===== src/rtl/register_file_pkg.sv =====
// Processor-wide constants shared by the register file,
// the ALU-source mux, the ALU and the control unit.
package register_file_pkg;

    localparam int DATA_WIDTH     = 64;
    localparam int REG_ADDR_WIDTH = 5;
    localparam int NUM_REGS       = 32;
    localparam int XZR_INDEX      = 31;

    typedef logic [DATA_WIDTH-1:0]     regData_t;
    typedef logic [REG_ADDR_WIDTH-1:0] regAddr_t;

endpackage


===== src/rtl/register_file.sv =====
// 32 x 64-bit LEGv8 register file: two combinational read
// ports and one synchronous write port, XZR hard-wired to 0.
module register_file
    import register_file_pkg::*;
#(
    parameter int DATA_WIDTH = register_file_pkg::DATA_WIDTH,
    parameter int NUM_REGS   = register_file_pkg::NUM_REGS,
    parameter int ADDR_WIDTH = REG_ADDR_WIDTH,
    parameter int ZERO_REG   = XZR_INDEX
) (
    input  logic                  clk,
    input  logic                  reset,
    input  logic [ADDR_WIDTH-1:0] readReg1,
    input  logic [ADDR_WIDTH-1:0] readReg2,
    input  logic [ADDR_WIDTH-1:0] writeReg,
    input  logic [DATA_WIDTH-1:0] writeData,
    input  logic                  regWrite,
    output logic [DATA_WIDTH-1:0] readData1,
    output logic [DATA_WIDTH-1:0] readData2
);

    localparam logic [ADDR_WIDTH-1:0] ZERO_ADDR =
        ADDR_WIDTH'(ZERO_REG);

    logic [DATA_WIDTH-1:0] regs [NUM_REGS];
    logic                  writeEnable;

    assign writeEnable = regWrite && (writeReg != ZERO_ADDR);

    // No bypass: a same-cycle read sees the pre-edge value.
    always_ff @(posedge clk) begin
        if (reset) begin
            for (int i = 0; i < NUM_REGS; i++) begin
                regs[i] <= '0;
            end
        end else if (writeEnable) begin
            regs[writeReg] <= writeData;
        end
    end

    function automatic logic [DATA_WIDTH-1:0] readPort(
        input logic [ADDR_WIDTH-1:0] addr
    );
        if (addr == ZERO_ADDR) begin
            return '0;
        end
        return regs[addr];
    endfunction

    always_comb begin
        readData1 = readPort(readReg1);
        readData2 = readPort(readReg2);
    end

endmodule


===== config.mk =====
export PLATFORM = sky130hd
export DESIGN_NAME = register_file
export DESIGN_NICKNAME = d
export VERILOG_FILES = /design/src/rtl/register_file_pkg.sv /design/src/rtl/register_file.sv
export SDC_FILE = /design/constraint.sdc
export NUM_CORES = 2
export LEC_CHECK = 0
export ABC_CLOCK_PERIOD_IN_PS = 4710
export BUFFER_PORTS_ARGS = -buffer_cell sky130_fd_sc_hd__buf_4
export CAP_MARGIN = 20
export CELL_PAD_IN_SITES_DETAIL_PLACEMENT = 1
export CELL_PAD_IN_SITES_GLOBAL_PLACEMENT = 1
export CORE_MARGIN = 1
export CORE_UTILIZATION = 35
export DETAILED_ROUTE_END_ITERATION = 16
export GPL_ROUTABILITY_DRIVEN = 0
export PLACE_DENSITY_LB_ADDON = 0.1
export SYNTH_ARGS = -nofsm -noshare
export SYNTH_HDL_FRONTEND = slang
export SYNTH_SLANG_ARGS = --single-unit
export TNS_END_PERCENT = 20

===== constraint.sdc =====
create_clock -name clk -period 4.71 [get_ports clk]
set_input_delay 0.2355 -clock clk [delete_from_list [all_inputs] [get_ports clk]]
set_output_delay 0.2355 -clock clk [all_outputs]
set_load 0.005 [all_outputs]

==> results.md <==
* Final setup violation count at 0
* Resized Gates After CTS at 0
* Post-Route Utilization at between 40% and 50%
* I/O pins at 210
* Hold Violations, Final at 0
* Number of flip-flops in the largest register at 2,048
* Proportion of synthesized flip-flops having asynchronous set or reset at 0%
* Final Instance Count excl. Fillers at between 10,000 and 15,000
* Core box area at 0.307 mm2
* DPL Wire Length at 252,000 um
* Setup slack after layout at around 1.2 ns
* Leading area contributor after synthesis: edfxtp_1
* Worst-margin pin slew at between 1 and 1.5 ns
* Remaining number of nets flagged by the antenna check after routing at 0
* Flip-flop and latch count after synthesis at 2,048
* Top flip-flop cell by instance count after synthesis: edfxtp_1
* Status: finished, final reports clean
* DRC at 0
* Nature of the critical path endpoint: output pin
* Wirelength per Cell at between 30 and 40 um
* Pin count of the biggest net entering global routing at between 60 and 70
* Horizontal die dimension at approximately 560 um
* Number of port buffers at 209
* Via count of the first global-routing pass at 70,900
* Layout-stage area growth over the synthesis result at 14.7%
* Regs by FF count: regs (2048)
* Maximum buffer depth of the clock tree at 4
* Total of max-cap violations at 0
* Starting Density at a little over a third
* Cell Rows at 203
* Slew margin rel. at 16.0%
* Iteration-0 DRC Markers at 8,378
* Number of antenna violations at the first check in global routing at 48
* Count of flip-flops with a built-in enable after synthesis at a little over 2,000
* Number of CTS-inserted buffers at 245
* Final period utilization at 74.9%
* Worst-path cell with the longest stage delay: a221oi_1
* DRT Wirelength at about 450,000 um
* Die footprint at 0.312 mm2
* Unrepaired setup endpoints after global routing: false
* Total number of vias at ~70,000
* Number of distinct library cells after synthesis at 39
* Startpoint Class: flop
* Root buffer selected by CTS: clkbuf_16
* Fraction of layout cells with a size suffix above 1 at 27.6%
* Maximum ir drop on the vdd rail at between 0.3 and 0.4 mV
* Netlist Area Pre-Place at 0.108 mm2
* Total routing resource utilization after global routing at about 29%
* Setup Total Neg Slack at 0 ns
* Warning count from the yosys run at 0
* Reg clk slew, reported paths at 0.06 ns
* Data required time of the worst path at 4.47 ns
* Total power after layout at around 46 mW
* Fin Hold WS at 0.351 ns
* Final net count at 7,039
* 1st-pass router iterations at 5
* First-pass GRT wire length at 614,000 um
* Post-synthesis sequential area ratio at 56.7%
* Cells taking the most area after synthesis: edfxtp_1 57%, mux4_2 22%, and2_1 11%, mux2i_1 2.9%, clkbuf_1 2.0%
* Number of vias per cell at 6.05
* Worst slack at placement at 1.08 ns
* Leak at 42.6 nW
* Slew Viols, Final at 0
* Area of all placed cells without fillers at between 0.1 and 0.15 mm2
* Register with the most flip-flops: regs
* Class of the tightest hold or removal check: in -> reg
* DIE HEIGHT at ~560 um
* Hold path depth at 3
* Highest Clock Rate at 284 MHz
* Overflow after GRT at 0
* Worst setup path class: reg -> out
* Power density over the cells at 370 mW/mm2
* Clock tree from TritonCTS: yes
* Worst Min Path Start: writeData[19]
* Min cycle time layout at 3.53 ns
* H-tree level count at 4
* Sink Count at 2,048
* Delay of the slowest cell on the worst path at about 0.58 ns
* Cells after synthesis at 6,835
* Synth top area share at 56.7%
* Post-DP Area at between 0.1 and 0.15 mm2
* Destination of the worst hold path: regs[21][19]$_SDFFCE_PN0P_
* Arrival time reported for the critical path endpoint at 3.29 ns
* Number of cells after detailed placement at 10,700
* Ordered cell list for the critical path: mux4_2, mux2_2, a221oi_1, nor3_1, buf_4
* Avg Synthesized Cell Area at 15.9 um2
* Highest net fanout along the worst path at 2
[cell usage in the layout (no fill, tap or decap), drive strengths merged, types with 60 or more instances in the layout]
| cell type | n |
|---|---|
| dlygate4sd3 | 65 |
| conb | 64 |
| o22ai | 60 |
| nor2 | 74 |
| clkinv | 116 |
| edfxtp | 2048 |
| buf | 507 |
| clkbuf | 312 |
| mux2i | 318 |
| mux4 | 1060 |
| and2 | 1984 |
[cell usage after synthesis, types with 29 or more instances]
cell type     n
o22ai_1      60
and2_1     1984
a22oi_1      30
o221ai_1     54
nor2_1       74
buf_4        37
mux4_2     1060
edfxtp_1   2048
a21oi_1      30
o2bb2ai_1    40
a211oi_1     34
inv_1        51
or2_2        34
mux2i_1     318
o21ai_0      49
and3_1       29
nor3_1       43
buf_1        37
clkbuf_1    567
buf_2       103
[metal layers]
metal  share of wire (%)  vias to the layer above  global-route usage [%]
met5               0.011                        -                       0
met4                 2.8                        8                    7.99
met3                 6.9                      634                    3.18
met2                  49                     3159                    48.6
met1                  41                    37900                    39.2
li1                    -                    26700                       -
[power by group]
group	switching (mW)	internal, mW
Clock	8.15	10.4
Combinational	3.35	2.52
Sequential	0.529	21.1
Total	12.0	34.0
[worst max-delay path by stage]
stage,from,to,slack [ns],cells after the start
after detailed placement,reset,regs[14][24]$_SDFFCE_PN0P_,1.08,7
final,regs[23][17]$_SDFFCE_PN0P_,readData2[17],1.18,5
after CTS,regs[3][42]$_SDFFCE_PN0P_,readData2[42],0.97,6
after floorplan,reset,regs[20][0]$_SDFFCE_PN0P_,2.22,6
after global routing,regs[5][10]$_SDFFCE_PN0P_,readData2[10],1.12,7
after global placement,readReg2[0],readData2[10],0.76,8
[area by class of cell]
| class | instances | area, um2 |
|---|---|---|
| clock buffers | 309 | 6460 |
| inverters | 53 | 209 |
| well taps | 4100 | 5130 |
| diodes | 47 | 118 |
| fillers | 30300 | 183000 |
| clock inverters | 139 | 1090 |
| repair buffers | 575 | 5820 |
| multi-input cells | 4034 | 44000 |
| flip-flops and latches | 2048 | 61500 |
[kinds of logic after synthesis]
kind of cell | synth area share, %
other | 0.00346
buffers and inverters | 3.20
AND/OR/NAND/NOR | 12.6
AO/OA/AOI/OAI | 2.26
multiplexers | 25.2
flip-flops | 56.7
[critical path, delay by kind of cell (launching register included)]
kind / cells / cell delay [ns]
buffers and inverters: 1 / 0.25
DFF: 1 / 0.40
and+or+nand+nor: 1 / 0.31
AOI/OAI and AO/OA: 1 / 0.58
muxes: 2 / 0.79
[repair_timing]
| item | CTS | global route |
|---|---|---|
| buffers inserted | 0 | 0 |
| endpoints found under the hold margin | 2006 | 0 |
| hold buffers | 65 | 0 |
Power figures use the tool's default switching activity.
